**src/rtl/ir_transmitter_pkg.sv**
```systemverilog
// Shared IR frame protocol definitions: FSM state encodings, frame unit constants and timer sizing.
// Used by ir_transmitter and ir_carrier_gen (carrier only under IR_TX_CARRIER_EN).
package ir_transmitter_pkg;

    typedef enum logic [2:0] {
        S_IDLE  = 3'd0,
        S_START = 3'd1,
        S_PAUSE = 3'd2,
        S_BIT   = 3'd3,
        S_TRAIL = 3'd4
    } state_t;

    localparam int START_UNITS      = 4;
    localparam int ZERO_UNITS       = 1;
    localparam int ONE_UNITS        = 2;
    localparam int PAUSE_UNITS      = 1;
    // Receiver accepts pulse widths within this percentage of nominal.
    localparam int RX_TOLERANCE_PCT = 1;

    // The longest interval the timer must hold is either the trailing space or the start mark.
    function automatic int timer_width(input int base_pulse_width, input int trail_units);
        int w;
        if (trail_units >= 4) begin
            w = $clog2(trail_units * base_pulse_width + 1);
        end else begin
            w = $clog2(START_UNITS * base_pulse_width + 1);
        end
        return w;
    endfunction

endpackage

```
**src/rtl/ir_carrier_gen.sv**
```systemverilog
// Carrier modulator for IR marks; instantiated by ir_transmitter only when IR_TX_CARRIER_EN is defined.
// Phase restarts on every mark so each mark begins with the "on" half (ir_out=0).
module ir_carrier_gen
    import ir_transmitter_pkg::*;
#(
    parameter int CARRIER_PERIOD = 1250
) (
    input  logic clk,
    input  logic rst,
    input  logic mark_next,
    output logic ir_out
);

    localparam int PW = (CARRIER_PERIOD > 2) ? $clog2(CARRIER_PERIOD) : 1;
    localparam logic [PW-1:0] PHASE_LAST = PW'(CARRIER_PERIOD - 1);
    localparam logic [PW-1:0] PHASE_HALF = PW'(CARRIER_PERIOD / 2);
    localparam logic [PW-1:0] PHASE_ONE  = PW'(1);

    logic          mark_r;
    logic [PW-1:0] phase_r;
    logic [PW-1:0] phase_next_s;

    // Next carrier phase: zero at the first cycle of a mark, free-running modulo the period afterwards.
    always_comb begin
        phase_next_s = '0;
        if (mark_next && mark_r) begin
            if (phase_r == PHASE_LAST) begin
                phase_next_s = '0;
            end else begin
                phase_next_s = phase_r + PHASE_ONE;
            end
        end else begin
            phase_next_s = '0;
        end
    end

    // Registered modulated line: low during the first half of each carrier period inside a mark.
    always_ff @(posedge clk) begin
        if (rst) begin
            mark_r  <= 1'b0;
            phase_r <= '0;
            ir_out  <= 1'b1;
        end else begin
            mark_r  <= mark_next;
            phase_r <= phase_next_s;
            if (mark_next) begin
                ir_out <= (phase_next_s >= PHASE_HALF);
            end else begin
                ir_out <= 1'b1;
            end
        end
    end

endmodule

```
**src/rtl/ir_transmitter.sv**
```systemverilog
// Pulse-width IR frame transmitter: 4T start mark, per bit 1T space + 1T/2T mark, trailing space.
// Define IR_TX_CARRIER_EN to modulate marks with a square-wave carrier (envelope timing unchanged).
module ir_transmitter
    import ir_transmitter_pkg::*;
#(
    parameter int BASE_PULSE_WIDTH = 30000,
    parameter int DATA_BITS        = 12,
    parameter int TRAIL_UNITS      = 3,
    parameter int CARRIER_PERIOD   = 1250
) (
    input  logic                 clk,
    input  logic                 rst,
    input  logic [DATA_BITS-1:0] data,
    input  logic                 start,
    output logic                 busy,
    output logic                 done,
    output logic                 ir_out
);

    localparam int TW = timer_width(BASE_PULSE_WIDTH, TRAIL_UNITS);
    localparam int BW = $clog2(DATA_BITS + 1);

    localparam logic [TW-1:0] START_LAST = TW'(START_UNITS * BASE_PULSE_WIDTH - 1);
    localparam logic [TW-1:0] PAUSE_LAST = TW'(PAUSE_UNITS * BASE_PULSE_WIDTH - 1);
    localparam logic [TW-1:0] ZERO_LAST  = TW'(ZERO_UNITS * BASE_PULSE_WIDTH - 1);
    localparam logic [TW-1:0] ONE_LAST   = TW'(ONE_UNITS * BASE_PULSE_WIDTH - 1);
    localparam logic [TW-1:0] TRAIL_LAST = TW'(TRAIL_UNITS * BASE_PULSE_WIDTH - 1);
    localparam logic [TW-1:0] TRAIL_PRE  = TW'(TRAIL_UNITS * BASE_PULSE_WIDTH - 2);
    localparam logic [TW-1:0] TIMER_ONE  = TW'(1);
    localparam logic [BW-1:0] BIT_LAST   = BW'(DATA_BITS - 1);
    localparam logic [BW-1:0] BIT_ONE    = BW'(1);

    if (BASE_PULSE_WIDTH < 2 || DATA_BITS != 12 || TRAIL_UNITS < 3 || CARRIER_PERIOD < 2) begin : g_bad_params
        $error("ir_transmitter: parameter out of range");
    end

    state_t               state_r;
    logic [TW-1:0]        timer_r;
    logic [BW-1:0]        bit_cnt_r;
    logic [DATA_BITS-1:0] shreg_r;

    logic start_end_s;
    logic pause_end_s;
    logic bit_end_s;
    logic trail_end_s;
    logic trail_pre_s;
    logic mark_next_s;

    // Exact end-of-interval compares; the timer is cleared on every transition so it never wraps.
    always_comb begin
        start_end_s = (timer_r == START_LAST);
        pause_end_s = (timer_r == PAUSE_LAST);
        bit_end_s   = shreg_r[DATA_BITS-1] ? (timer_r == ONE_LAST) : (timer_r == ZERO_LAST);
        trail_end_s = (timer_r == TRAIL_LAST);
        trail_pre_s = (timer_r == TRAIL_PRE);
    end

    // Envelope of the next cycle (1 = mark), so the line register changes together with the state.
    always_comb begin
        mark_next_s = 1'b0;
        case (state_r)
            S_IDLE:  mark_next_s = start;
            S_START: mark_next_s = !start_end_s;
            S_PAUSE: mark_next_s = pause_end_s;
            S_BIT:   mark_next_s = !bit_end_s;
            S_TRAIL: mark_next_s = 1'b0;
            default: mark_next_s = 1'b0;
        endcase
    end

    // Frame sequencer with registered busy/done; done is raised one cycle early so it lands on the last trail cycle.
    always_ff @(posedge clk) begin
        if (rst) begin
            state_r   <= S_IDLE;
            timer_r   <= '0;
            bit_cnt_r <= '0;
            shreg_r   <= '0;
            busy      <= 1'b0;
            done      <= 1'b0;
        end else begin
            case (state_r)
                S_IDLE: begin
                    done    <= 1'b0;
                    timer_r <= '0;
                    if (start) begin
                        shreg_r   <= data;
                        bit_cnt_r <= '0;
                        busy      <= 1'b1;
                        state_r   <= S_START;
                    end else begin
                        busy <= 1'b0;
                    end
                end
                S_START: begin
                    if (start_end_s) begin
                        timer_r <= '0;
                        state_r <= S_PAUSE;
                    end else begin
                        timer_r <= timer_r + TIMER_ONE;
                    end
                end
                S_PAUSE: begin
                    if (pause_end_s) begin
                        timer_r <= '0;
                        state_r <= S_BIT;
                    end else begin
                        timer_r <= timer_r + TIMER_ONE;
                    end
                end
                S_BIT: begin
                    if (bit_end_s) begin
                        timer_r   <= '0;
                        shreg_r   <= {shreg_r[DATA_BITS-2:0], 1'b0};
                        bit_cnt_r <= bit_cnt_r + BIT_ONE;
                        if (bit_cnt_r == BIT_LAST) begin
                            state_r <= S_TRAIL;
                        end else begin
                            state_r <= S_PAUSE;
                        end
                    end else begin
                        timer_r <= timer_r + TIMER_ONE;
                    end
                end
                S_TRAIL: begin
                    if (trail_end_s) begin
                        timer_r <= '0;
                        busy    <= 1'b0;
                        done    <= 1'b0;
                        state_r <= S_IDLE;
                    end else begin
                        timer_r <= timer_r + TIMER_ONE;
                        done    <= trail_pre_s;
                    end
                end
                default: begin
                    timer_r <= '0;
                    busy    <= 1'b0;
                    done    <= 1'b0;
                    state_r <= S_IDLE;
                end
            endcase
        end
    end

`ifdef IR_TX_CARRIER_EN
    ir_carrier_gen #(
        .CARRIER_PERIOD(CARRIER_PERIOD)
    ) u_carrier (
        .clk       (clk),
        .rst       (rst),
        .mark_next (mark_next_s),
        .ir_out    (ir_out)
    );
`else
    logic ir_r;

    // Baseband line register: low for marks, high for spaces and idle.
    always_ff @(posedge clk) begin
        if (rst) begin
            ir_r <= 1'b1;
        end else begin
            ir_r <= !mark_next_s;
        end
    end

    assign ir_out = ir_r;
`endif

endmodule

```
**config.mk**
```make
export PLATFORM = sky130hd
export DESIGN_NAME = ir_transmitter
export DESIGN_NICKNAME = d
export VERILOG_FILES = /design/src/rtl/ir_transmitter_pkg.sv /design/src/rtl/ir_carrier_gen.sv /design/src/rtl/ir_transmitter.sv
export SDC_FILE = /design/constraint.sdc
export NUM_CORES = 1
export LEC_CHECK = 0
export CAP_MARGIN = 20
export CELL_PAD_IN_SITES_DETAIL_PLACEMENT = 2
export CELL_PAD_IN_SITES_GLOBAL_PLACEMENT = 2
export CORE_MARGIN = 4
export CORE_UTILIZATION = 25
export CTS_BUF_LIST = sky130_fd_sc_hd__clkbuf_8
export DETAILED_ROUTE_END_ITERATION = 8
export PLACE_DENSITY_LB_ADDON = 0.1
export REMOVE_ABC_BUFFERS = 1
export SLEW_MARGIN = 40
export SYNTH_ARGS = -nofsm -noshare
export SYNTH_HDL_FRONTEND = slang
export SYNTH_SLANG_ARGS = --single-unit
```
**constraint.sdc**
```tcl
create_clock -name clk -period 2.12 [get_ports clk]
set_input_delay 0.424 -clock clk [delete_from_list [all_inputs] [get_ports clk]]
set_output_delay 0.424 -clock clk [all_outputs]
set_load 0.01 [all_outputs]
```
# Yosys cells after proc, flatten, opt, wreduce, memory -nomap -nowiden
# Index checks and enable logic that the tools add are counted.
word_totals:
  regBits: 39
  output_inout_bits: 3
  wordCells: 59
classes:
  add_sub_neg: 2
  n_eq_ne: 15
  muxes: 25
  bitwise: 1
  n_reduce_logical: 9
ops:
  columns: ["operator", "n"]
  rows:
  - ["17-bit two-way mux", 4]
  - ["17-bit case mux with 4 select lines", 1]
  - ["17-bit equality test, second input constant", 3]
  - ["12-bit two-way mux", 2]
  - ["12-bit case mux with 2 select lines", 1]
  - ["3-bit two-way mux", 6]
  - ["17-bit by 1-bit adder with 17-bit output, second input constant", 1]
  - ["17-bit by 15-bit equality test with 1-bit output, second input constant", 1]
  - ["17-bit by 16-bit equality test with 1-bit output, second input constant", 1]
  - ["3-bit case mux with 5 select lines", 1]
  - ["2-bit != test, second input constant", 5]
  - ["4-bit two-way mux", 2]
  - ["4-bit case mux with 2 select lines", 1]
  - ["3-bit by 2-bit equality test with 1-bit output, second input constant", 2]
  - ["5-bit AND reduction", 1]
  - ["4-bit by 1-bit adder with 4-bit output, second input constant", 1]
  - ["4-bit equality test, second input constant", 1]
  - ["1-bit two-way mux", 4]
  - ["1-bit case mux with 4 select lines", 1]
  - ["3-bit by 1-bit equality test with 1-bit output, second input constant", 1]
  - ["3-bit equality test, second input constant", 1]
  - ["1-bit zero test", 3]
  - ["3-bit zero test", 1]
  - ["1-bit case mux with 3 select lines", 1]
  - ["other kinds (6)", 6]

# Depth between registers and ports, before layout
depth:
  word_depth: 5
  depth_mapped: 9

# Worst setup path after synthesis
# Ideal clock, no wire load.
synth_timing:
  path_type: "register to register"
  startpoint: "register timer_r[0]"
  endpoint: "register shreg_r[10]"
  setup_ps: 132
  arrival_time_ps: 1945
  required_time_ps: 1988
  path_slack_ps: 43
  stages_incl_launch_ff: 10
  path_buffers: 3
  period_less_slack_ps: 2077
  cell_sequence: "dfxtp_1 -> ha_1 -> and3_1 -> buf_2 -> nand4_1 -> o32a_1 -> buf_2 -> clkbuf_1 -> a32oi_1 -> a21oi_1"
synth_via:
  elab_chain_cells: 4
  word_cells_on_any_way: 5
  cone_classes: "eq/ne (3); mux (1); reduce/logical (1)"
synth_rtl:
  columns: ["item", "line_no", "rtl"]
  rows:
  - ["start: declaration", "ir_transmitter.sv:38", "logic [TW-1:0] timer_r;"]
  - ["start signal: assignment", "ir_transmitter.sv:99", "timer_r <= timer_r + TIMER_ONE;"]
  - ["start signal: assignment", "ir_transmitter.sv:107", "timer_r <= timer_r + TIMER_ONE;"]
  - ["start signal: assignment", "ir_transmitter.sv:121", "timer_r <= timer_r + TIMER_ONE;"]
  - ["17-bit by 15-bit equality test with 1-bit output or 17-bit by 16-bit equality test with 1-bit output (tied branches)", "ir_transmitter.sv:53", "bit_end_s = shreg_r[DATA_BITS-1] ? (timer_r == ONE_LAST) : (timer_r == ZERO_LAST);"]
  - ["1-bit two-way mux *", "ir_transmitter.sv:53", null]
  - ["2-bit != test (no source line) *", null, null]
  - ["3-bit AND reduction (no source line) *", null, null]
  - ["end signal: assignment", "ir_transmitter.sv:86", "shreg_r <= data;"]
  - ["end signal: assignment", "ir_transmitter.sv:113", "shreg_r <= {shreg_r[DATA_BITS-2:0], 1'b0};"]
  - ["end: declaration", "ir_transmitter.sv:40", "logic [DATA_BITS-1:0] shreg_r;"]
# Every way passes the cells marked *; elsewhere a longest branch is shown, timed or not.
# A chain may end at the register's enable or synchronous reset.

# Worst setup path after layout
layout_timing:
  startpoint: "register timer_r[0]"
  endpoint: "register timer_r[1]"
layout_via:
  elab_chain_cells: 4
  word_cells_on_any_way: 11
  cone_classes: "add/sub (1); eq/ne (4); mux (6)"
layout_rtl:
  columns: ["item", "line_no", "rtl"]
  rows:
  - ["branches (longest 3 deep; another with 17-bit by 1-bit adder with 17-bit output)", null, null]
  - ["17-bit case mux with 4 select lines *", "ir_transmitter.sv:81", "case (state_r)"]
# Mark *: on every way between the ends.

==> run metrics <==
row count 33; final hold violations 0; Iter 0 DRT Violations 30; DR vias about 2,000; max_cap viols 0; Worst VDD drop 0.240 mV; sum of negative setup slack 0 ns; mean post-synth cell area 8.85 µm²; Critical Path RT 2.32 ns; share of layout cells above drive strength 1 0.224; Die Y-Extent between 100 and 150 µm; Multi-input gate area between 1000 and 1500 µm²; Setup CP Type register to register; Hold Buf Count CTS 0; fin nets 294; Tot Pwr 2.45 mW; wire length per cell between 15 and 20 µm; GPL Wtd Cong ~0.73; die width between 100 and 150 µm; CP endpoint kind register; post-synthesis sequential area ratio 0.360; WHS Endpoint done$_SDFFE_PP0P_; final setup vio count 0; IO Port Bufs 17; critical path launch point type register; Post-Synthesis Cells 245; Min-Delay Path Class register to register; Detail Placement HPWL 4620 µm; reg2reg path depth 9; area growth from synthesis to layout 27.6%; Worst Hold Path Cells 2; TritonRoute pass-1 iters 4; Top delay family on crit path buffers and inverters; die footprint ~10,000 µm²; slew at the pin closest to its max-slew limit ~0.44 ns; P_leak 0.923 nW; pin count of the biggest net entering global routing 21; via/cell ratio 5.19; root buffer selected by CTS clkbuf_8; slew margin rel. 0.704; clock skew 0.0132 ns; Fill cells roughly 950; crit path from timer_r[0]$_SDFF_PP0_; WP buf/inv 3; critical-path cell list ha_1 > and3_1 > buf_4 > nand4_1 > o32a_1 > buf_8 > nand2_1 > buf_12 > a211oi_1; clock sink count 39; Clock Tree Buf Depth 2; register area 785 µm²; Yosys reg bits 39; # DRC 0; fin. max-slew vios 0; clock-pin slew on the worst setup and hold paths 0.08 ns; minimum clock period 2.02 ns; Reg2Reg Setup Slack 0.1 ns; first-pass GRT wire length 11,000 µm; synthesized area 2170 µm²; Worst-Skew Late Latency approximately 0.3 ns; Top-Level Pins 18; main flop type after synthesis dfxtp_1; Starting Density 0.260; CTS tree built; Hold Startpoint done$_SDFFE_PP0P_; Yosys cell types 46; CTS H-tree lvls 2; number of global-route vias before repair 2,121; Fmax between 400 and 500 MHz; Worst R2R Start timer_r[0]$_SDFF_PP0_; Post-Place Cell Area 2640 µm²; EDFF count, synth 0; Ys Warns 0; Power Dens Cells 886 nW/µm²; global-route usage over all layers 0.135; initial antenna violation count 0; Core Footprint between 8000 and 9000 µm²; fin crit share 0.954; # diodes 0; arrival time at the worst endpoint 2.22 ns; Async S/R FF share, synth 0; status complete, no violations; Hold Slack about 0.47 ns; cts bufs inserted 5; total wire length 6640 µm; Worst Path Max Fanout 19; ANT nets after route 0; Slowest cell on crit path dfxtp_2; reg-to-reg critical path endpoint timer_r[1]$_SDFF_PP0_; post-route cell area 2770 µm²; Crit path largest cell delay 0.33 ns; total grt overflow 0
-- how the worst max path moves through the flow --
stage | to | slack [ns] | cells after the start
6_report | timer_r[1]$_SDFF_PP0_ | 0.1 | 9
3_3_place_gp | state_r[2]$_SDFFE_PP0P_ | 0.07 | 5
2_1_floorplan | bit_cnt_r[3]$_SDFFE_PP0P_ | -0.21 | 6
4_1_cts | state_r[2]$_SDFFE_PP0P_ | 0.03 | 5
5_1_grt | timer_r[1]$_SDFF_PP0_ | -0.03 | 9
3_5_place_dp | state_r[2]$_SDFFE_PP0P_ | 0.06 | 6
-- registers in the layout (all words and copies together), names as in the netlist --
name and count:
timer_r 17, ir_out 1, done 1, busy 1, state_r 3, shreg_r 12
bit_cnt_r 4
-- cell type report --
cell class	count	area share
multi-input cells	180	0.469
flip-flops and latches	39	0.284
repair buffers	47	0.165
well taps	105	0.0475
clock buffers	5	0.0249
clock inverters	3	0.00543
inverters	3	0.00407
-- per-layer routing --
metal  up-vias  wire length, µm  GRT usage
met2        16             2930      0.203
met1       968             3510      0.196
met4         0               51     0.0378
met5         -                0          0
li1        992                -          -
met3         5              143     0.0255
-- kinds of logic after synthesis --
| kind of cell | after synthesis | synth area share |
|---|---|---|
| buffers and inverters | 26 | 0.0525 |
| AO/OA/AOI/OAI | 64 | 0.207 |
| adder cells (fa/ha/maj) | 3 | 0.0173 |
| multiplexers | 13 | 0.0669 |
| AND/OR/NAND/NOR | 85 | 0.235 |
| flip-flops | 39 | 0.360 |
| XOR/XNOR | 15 | 0.0606 |
-- stage by stage --
step | setup WS (ns) | util | instances
2_1_floorplan | -0.206 | - | 222
3_3_place_gp | 0.0742 | 0.317 | 373
3_5_place_dp | 0.0597 | 0.317 | 373
4_1_cts | 0.0317 | 0.327 | 381
5_1_grt | -0.0267 | 0.332 | 382
6_report | 0.0986 | 0.332 | 382
-- synthesized netlist by cell type (5+ instances only) --
master,count,area [µm²]
nand3_1,23,115
nor3b_1,5,37.5
buf_2,7,35.0
a211oi_1,16,120
mux2_2,12,135
nor2_1,7,26.3
clkbuf_1,15,56.3
xnor2_1,9,78.8
xor2_1,6,52.6
nand4_1,5,31.3
nand2_1,11,41.3
a32oi_1,11,96.3
dfxtp_1,39,781
and3_1,5,31.3
a21oi_1,19,95.1
-- cell usage in the layout (no fill, tap or decap), types with 4 or more instances in the layout --
cell,instances
a32oi_1,11
clkdlybuf4s50_1,17
o21ai_0,4
nand2_1,11
mux2_2,12
clkbuf_8,5
buf_12,4
a211oi_1,15
nor2_1,7
xor2_1,6
xnor2_1,9
a21oi_1,19
dfxtp_1,36
and3_1,5
nor3b_1,5
nand3_1,23
buf_4,24
nand4_1,5
o211ai_1,4
nor3_1,4
-- tightest hold or removal path: stages, from the launching register on --
cell	delay, ns
dfxtp_1	0.32
nand2_1	0.05
a21oi_1	0.05
-- where the power goes --
part	total, mW	leakage (nW)	internal, mW	switching [mW]
logic	0.987	0.556	0.482	0.505
registers	0.949	0.319	0.843	0.106
clock network	0.514	0.0477	0.226	0.288
-- repair_timing --
item / CTS / global route
setup buffers: 0 / 1
gates resized for setup: 0 / 9
endpoints found under the setup margin: 0 / 16
Note: power is estimated with default switching activity, not from simulation.
